==> src/rtl/sample_iter_fsm.sv <==
// sample_iter_fsm
// Sample iterator between the bounding-box stage and the sample-test stage.
// It accepts one micropolygon and its sample-aligned bounding box per
// handshake. It then walks every sample position of the box in raster order,
// one sample per cycle. The output registers form the single iterator stage.
//
// Handshake: the upstream stage presents validTri_R13H with its payload, and
// this block takes it on any clock edge where halt_RnnnnL is high (state WAIT).
// While halt_RnnnnL is low, upstream must hold its outputs, and validTri_R13H
// is ignored.
//
// Optional feature: define RAST_ITER_STATS_EN to build the triangle and
// sample statistics counters. Without it, both count ports are tied to zero.
module sample_iter_fsm #(
    parameter int SIGFIG = 24,
    parameter int RADIX  = 10,
    parameter int VERTS  = 3,
    parameter int AXIS   = 3,
    parameter int COLORS = 3
) (
    input  logic                            clk,
    input  logic                            rst_n,
    input  logic [VERTS*AXIS*SIGFIG-1:0]    tri_R13S,
    input  logic [COLORS*SIGFIG-1:0]        color_R13U,
    input  logic                            validTri_R13H,
    input  logic [2*2*SIGFIG-1:0]           box_R13S,
    input  logic [3:0]                      subSample_RnnnnU,
    output logic                            halt_RnnnnL,
    output logic [VERTS*AXIS*SIGFIG-1:0]    tri_R14S,
    output logic [COLORS*SIGFIG-1:0]        color_R14U,
    output logic [2*SIGFIG-1:0]             sample_R14S,
    output logic                            validSamp_R14H,
    output logic [31:0]                     triCnt_R14U,
    output logic [31:0]                     sampCnt_R14U
);

    localparam int TRI_W   = VERTS * AXIS * SIGFIG;
    localparam int COLOR_W = COLORS * SIGFIG;

    // Step sizes in fixed point: one pixel, then half, quarter, eighth pixel.
    localparam logic [SIGFIG-1:0] ONE      = {{(SIGFIG-1){1'b0}}, 1'b1};
    localparam logic [SIGFIG-1:0] STEP_1X  = ONE << RADIX;
    localparam logic [SIGFIG-1:0] STEP_4X  = ONE << (RADIX - 1);
    localparam logic [SIGFIG-1:0] STEP_16X = ONE << (RADIX - 2);
    localparam logic [SIGFIG-1:0] STEP_64X = ONE << (RADIX - 3);

    typedef enum logic {
        WAIT = 1'b0,
        TEST = 1'b1
    } state_t;

    // Registered state and latched primitive data.
    state_t                     state_q;
    logic [TRI_W-1:0]           tri_q;
    logic [COLOR_W-1:0]         color_q;
    logic signed [SIGFIG-1:0]   ll_x_q;
    logic signed [SIGFIG-1:0]   ur_x_q;
    logic signed [SIGFIG-1:0]   ur_y_q;
    logic signed [SIGFIG-1:0]   step_q;
    logic signed [SIGFIG-1:0]   x_q;
    logic signed [SIGFIG-1:0]   y_q;
    logic                       valid_q;

    // Incoming box corners, unpacked from {ur.y, ur.x, ll.y, ll.x}.
    logic signed [SIGFIG-1:0]   in_ll_x;
    logic signed [SIGFIG-1:0]   in_ll_y;
    logic signed [SIGFIG-1:0]   in_ur_x;
    logic signed [SIGFIG-1:0]   in_ur_y;
    logic signed [SIGFIG-1:0]   in_step;

    // Acceptance decisions.
    logic                       acc_degen;
    logic                       acc_single;

    // Walk arithmetic for the next raster position.
    logic signed [SIGFIG-1:0]   x_inc;
    logic                       x_wrap;
    logic signed [SIGFIG-1:0]   next_x;
    logic signed [SIGFIG-1:0]   next_y;
    logic                       next_is_last;

    assign in_ll_x = box_R13S[0*SIGFIG +: SIGFIG];
    assign in_ll_y = box_R13S[1*SIGFIG +: SIGFIG];
    assign in_ur_x = box_R13S[2*SIGFIG +: SIGFIG];
    assign in_ur_y = box_R13S[3*SIGFIG +: SIGFIG];

    // Decode the one-hot sample rate; anything not one-hot falls back to 1x.
    always_comb begin
        in_step = STEP_1X;
        case (subSample_RnnnnU)
            4'b1000: in_step = STEP_1X;
            4'b0100: in_step = STEP_4X;
            4'b0010: in_step = STEP_16X;
            4'b0001: in_step = STEP_64X;
            default: in_step = STEP_1X;
        endcase
    end

    // Classify the incoming box: empty (inverted corners) or a single sample.
    // A box whose span is smaller than one step in both axes has exactly one
    // reachable sample, so it must not enter the walk state.
    always_comb begin
        acc_degen  = (in_ur_x < in_ll_x) || (in_ur_y < in_ll_y);
        acc_single = ((in_ll_x + in_step) > in_ur_x) &&
                     ((in_ll_y + in_step) > in_ur_y);
    end

    // Compute the next raster position and whether it is the final sample.
    // The final sample is the last reachable x on the last reachable row,
    // so the check also works when the span is not a multiple of the step.
    always_comb begin
        x_inc        = x_q + step_q;
        x_wrap       = x_inc > ur_x_q;
        next_x       = x_wrap ? ll_x_q : x_inc;
        next_y       = x_wrap ? (y_q + step_q) : y_q;
        next_is_last = ((next_x + step_q) > ur_x_q) &&
                       ((next_y + step_q) > ur_y_q);
    end

    // Iterator FSM: accept in WAIT, walk the box in TEST, with registered outputs.
    always_ff @(posedge clk or negedge rst_n) begin
        if (!rst_n) begin
            state_q <= WAIT;
            tri_q   <= '0;
            color_q <= '0;
            ll_x_q  <= '0;
            ur_x_q  <= '0;
            ur_y_q  <= '0;
            step_q  <= STEP_1X;
            x_q     <= '0;
            y_q     <= '0;
            valid_q <= 1'b0;
        end else begin
            case (state_q)
                WAIT: begin
                    if (validTri_R13H) begin
                        tri_q   <= tri_R13S;
                        color_q <= color_R13U;
                        ll_x_q  <= in_ll_x;
                        ur_x_q  <= in_ur_x;
                        ur_y_q  <= in_ur_y;
                        step_q  <= in_step;
                        if (acc_degen) begin
                            // Empty box: counted as accepted, nothing emitted.
                            valid_q <= 1'b0;
                            state_q <= WAIT;
                        end else begin
                            x_q     <= in_ll_x;
                            y_q     <= in_ll_y;
                            valid_q <= 1'b1;
                            state_q <= acc_single ? WAIT : TEST;
                        end
                    end else begin
                        valid_q <= 1'b0;
                    end
                end
                TEST: begin
                    x_q     <= next_x;
                    y_q     <= next_y;
                    valid_q <= 1'b1;
                    if (next_is_last) begin
                        state_q <= WAIT;
                    end
                end
                default: begin
                    state_q <= WAIT;
                    valid_q <= 1'b0;
                end
            endcase
        end
    end

    assign halt_RnnnnL    = (state_q == WAIT);
    assign tri_R14S       = tri_q;
    assign color_R14U     = color_q;
    assign sample_R14S    = {y_q, x_q};
    assign validSamp_R14H = valid_q;

`ifdef RAST_ITER_STATS_EN
    logic        stat_accept;
    logic        stat_emit;
    logic [31:0] tri_cnt_q;
    logic [31:0] samp_cnt_q;

    // A sample is counted on the edge that places it in the output register.
    assign stat_accept = (state_q == WAIT) && validTri_R13H;
    assign stat_emit   = (stat_accept && !acc_degen) || (state_q == TEST);

    // Free-running statistics counters, wrapping modulo 2^32.
    always_ff @(posedge clk or negedge rst_n) begin
        if (!rst_n) begin
            tri_cnt_q  <= '0;
            samp_cnt_q <= '0;
        end else begin
            if (stat_accept) begin
                tri_cnt_q <= tri_cnt_q + 32'd1;
            end
            if (stat_emit) begin
                samp_cnt_q <= samp_cnt_q + 32'd1;
            end
        end
    end

    assign triCnt_R14U  = tri_cnt_q;
    assign sampCnt_R14U = samp_cnt_q;
`else
    assign triCnt_R14U  = 32'd0;
    assign sampCnt_R14U = 32'd0;
`endif

endmodule

==> config.mk <==
export PLATFORM = sky130hd
export DESIGN_NAME = sample_iter_fsm
export DESIGN_NICKNAME = d
export VERILOG_FILES = /design/src/rtl/sample_iter_fsm.sv
export SDC_FILE = /design/constraint.sdc
export NUM_CORES = 1
export LEC_CHECK = 0
export CORE_AREA = 2 2 307 309
export DETAILED_ROUTE_END_ITERATION = 8
export DIE_AREA = 0 0 309 311
export GPL_TIMING_DRIVEN = 0
export HOLD_SLACK_MARGIN = 0.1
export PLACE_DENSITY_LB_ADDON = 0.08
export RECOVER_POWER = 50
export SYNTH_ARGS = -nofsm -noshare
export SYNTH_HDL_FRONTEND = slang
export SYNTH_SLANG_ARGS = --single-unit
==> constraint.sdc <==
create_clock -name clk -period 13.1 [get_ports clk]
set_input_delay 1.965 -clock clk [delete_from_list [all_inputs] [get_ports clk]]
set_output_delay 1.965 -clock clk [all_outputs]
set_load 0.02 [all_outputs]
==> flow_metrics.env <==
export IMPL_status="complete, but fails checks"
export IMPL_failed_checks="max-capacitance violations, max-slew violations"
export IMPL_tightest_slew_ps=5790
export IMPL_drv_slew=322
export IMPL_vias=21400
export IMPL_grt_max_degree=105
export IMPL_drtIter0Drc=1203
export IMPL_antenna_found_initial=20
export IMPL_n_fill_cell=9793
export IMPL_first_pass_iters=7
export IMPL_area_growth_synth_to_final_pct=48.2
export IMPL_syn_cell_area_sq_mm=0.0230
export IMPL_switching_share=0.443
export IMPL_critical_path_max_fanout=104
export IMPL_pwr_share_seq=0.271
export IMPL_vias_per_cell=4.36
export IMPL_synthFlopType="dfrtp_1"
export IMPL_cp_end_kind="asynchronous set/reset pin"
export IMPL_crit_path_start_kind="input pin"
export IMPL_power_switching_w=0.00343
export IMPL_place_congestion=0.851
export IMPL_root_buffer="clkbuf_16"
export IMPL_final_nets=4193
export IMPL_synth_edf_count=0
export IMPL_clk_latency_ps=620
export IMPL_power_w=0.00775
export IMPL_route_detailed_drc=0
export IMPL_critPathBufInv=2
export IMPL_cp_cell_sequence="clkbuf_1, clkbuf_1"
export IMPL_htree_levels=2
export IMPL_rsz0062_at_grt="no"
export IMPL_cts_hold_fix_buffers=0
export IMPL_relSlewSlack=-2.86
export IMPL_layout_min_cycle_time_ps=9950
export IMPL_cts_buffer_depth=3
export IMPL_synth_commonest_cells="1075 x nand2_1, 413 x dfrtp_1, 194 x ha_1"
export IMPL_port_buffer_count=728
export IMPL_cap_violations=4
export IMPL_placementRows=112
export IMPL_final_period_utilization=0.760
export IMPL_slowest_stage="clkbuf_1"
export IMPL_p_comb_frac=0.523
export IMPL_synth_top_area_share=0.449
export IMPL_hp_class="register to register"
export IMPL_reg2reg_from="step_q[8]"
export IMPL_die_h_um=311
export IMPL_fin_skew_ps=13.5
export IMPL_max_freq_ghz=0.100
export IMPL_synth_seq_cells=414
export IMPL_die_w_um=309
export IMPL_cts_made_buffers=56
export IMPL_groute_usage_overall=0.215
export IMPL_ys_seq_area_frac=0.450
export IMPL_hold_start="tri_R14S[36]"
export IMPL_avgSynthCellArea_sq_um=8.38
export IMPL_synth_distinct_cells=66
export IMPL_routed_wl_um=105000
export IMPL_synthArstFlopShare=1.00
export IMPL_dp_hpwl_um=84600
export IMPL_post_place_ws_ps=3400
export IMPL_critPathArrivalTime_ps=9260
export IMPL_dieArea_sq_mm=0.0961
export IMPL_max_vdd_ir_drop_mv=0.123
export IMPL_crit_type="input pin to asynchronous set/reset pin"
export IMPL_critPathLaunch="rst_n"
export IMPL_synth_top_cell_by_area="dfrtp_1"
export IMPL_post_drt_wl_per_cell_um=21.4
export IMPL_setup_viol=0
export IMPL_start_util=0.248
export IMPL_cts_sinks=414
export IMPL_max_stage_delay_ps=4230
export IMPL_final_antenna_net_count=0
export IMPL_cts_tree="built"
export IMPL_synth_cells=2746
export IMPL_power_density_mw_per_mm2=227
export IMPL_clkTransAtPathRegs_ps=50
export IMPL_worst_slack_ps=3150
export IMPL_postCtsResizedCells=0
export IMPL_ios=793
export IMPL_grt_pass1_wl_um=151000
export IMPL_yosysWarnings=0
export IMPL_hold_ws_ps=464
export IMPL_crit_top_cell="clkbuf_1"
export IMPL_overflow=0
export IMPL_cts_setup_buffers=0
export IMPL_grt_pass1_vias=21500
export IMPL_power_leakage_nw=16.6
export IMPL_core_area_sq_mm=0.0928
export IMPL_synth_most_common_cell="nand2_1"
export IMPL_hold_viol_final=0
export IMPL_intPower_w=0.00432
export IMPL_synth_area_leaders="dfrtp_1 45%, nand2_1 18%, ha_1 11%"
export IMPL_drive_gt1_frac=0.0529
export IMPL_cp_required_ps=12410
export IMPL_pwr_share_clk=0.206
export IMPL_cp_top_family="buffers and inverters"
## cells in the final DEF (no fill, tap or decap), types with 39 or more instances in the layout
cell type        synthesis  layout
inv_1                  158     158
buf_4                   64      67
clkbuf_1                90     101
nor2_1                  74      74
dlygate4sd3_1            0     143
nand2_1               1075    1075
clkbuf_16                0      56
xnor2_1                 61      61
dfrtp_1                413     413
conb_1                   1      64
ha_1                   194     194
a21o_1                  39      39
a21oi_1                108     108
o21ai_0                112     112
clkdlybuf4s50_1          0     584
## metal layers
metal	global-route usage	routed length [um]	vias to the layer above
met2	0.383	53700	578
met3	0.0580	7130	132
met4	0.0456	2100	28
li1	-	-	10500
met1	0.255	41700	10100
met5	0	180	-
## state kept, by name (all words and copies together) (netlist names)
register	cells
color_R14U	72
ll_x_q	24
validSamp_R14H	1
ur_y_q	24
y_q	24
step_q	4
tri_R14S	216
ur_x_q	24
x_q	24
state_q	1
## cell type report
class                   count  area [sq um]  area share
multi-input cells        2062         11400       0.334
flip-flops and latches    414         10400       0.304
repair buffers            735          7340       0.215
clock buffers              85          1720      0.0505
well taps                1254          1570      0.0460
plain buffers             175           908      0.0266
inverters                 158           593      0.0174
clock inverters            19           194     0.00569
diodes                      4          10.0    0.000294
## kinds of logic after synthesis
| group | Yosys count | share of synthesized area |
|---|---|---|
| muxes | 23 | 0.0104 |
| adders and majority gates | 200 | 0.111 |
| AOI/OAI and AO/OA | 352 | 0.0924 |
| xor gates and xnor gates | 88 | 0.0335 |
| other | 1 | 0.000163 |
| and+or+nand+nor | 1335 | 0.237 |
| DFF | 414 | 0.450 |
| buffers and inverters | 333 | 0.0653 |
## path summary, 6_finish.rpt
check / to / slack (ps) / depth (start not counted)
worst max-delay path: y_q[4] / 3150 / 2
worst min-delay path: tri_R14S[36] / 460 / 2
worst max register to register: state_q / 3330 / 36
worst min register to register: tri_R14S[36] / 460 / 2
max in group clk: state_q / 3330 / 36
min in group asynchronous: tri_R14S[141] / 2790 / 1
## metrics by stage
step	setup TNS [ps]	instance area, sq um	std cells	utilization
final	0	34100	4906	0.368
after global routing	0	34100	4904	0.368
after CTS	0	34200	4902	0.368
after detailed placement	0	32300	4798	0.348
after global placement	-4447720	32100	4791	0.346
after floorplan	0	23200	2809	-
## power by group through the flow
stage               Combinational [W]  Clock, W  Sequential, W
floorplan                     0.00181         0        0.00253
global placement              0.00415         0        0.00213
detailed placement            0.00414         0        0.00212
CTS                           0.00416   0.00165        0.00211
global route                  0.00446   0.00170        0.00217
finish                        0.00405   0.00160        0.00210
Note: power is estimated with default switching activity, not from simulation.
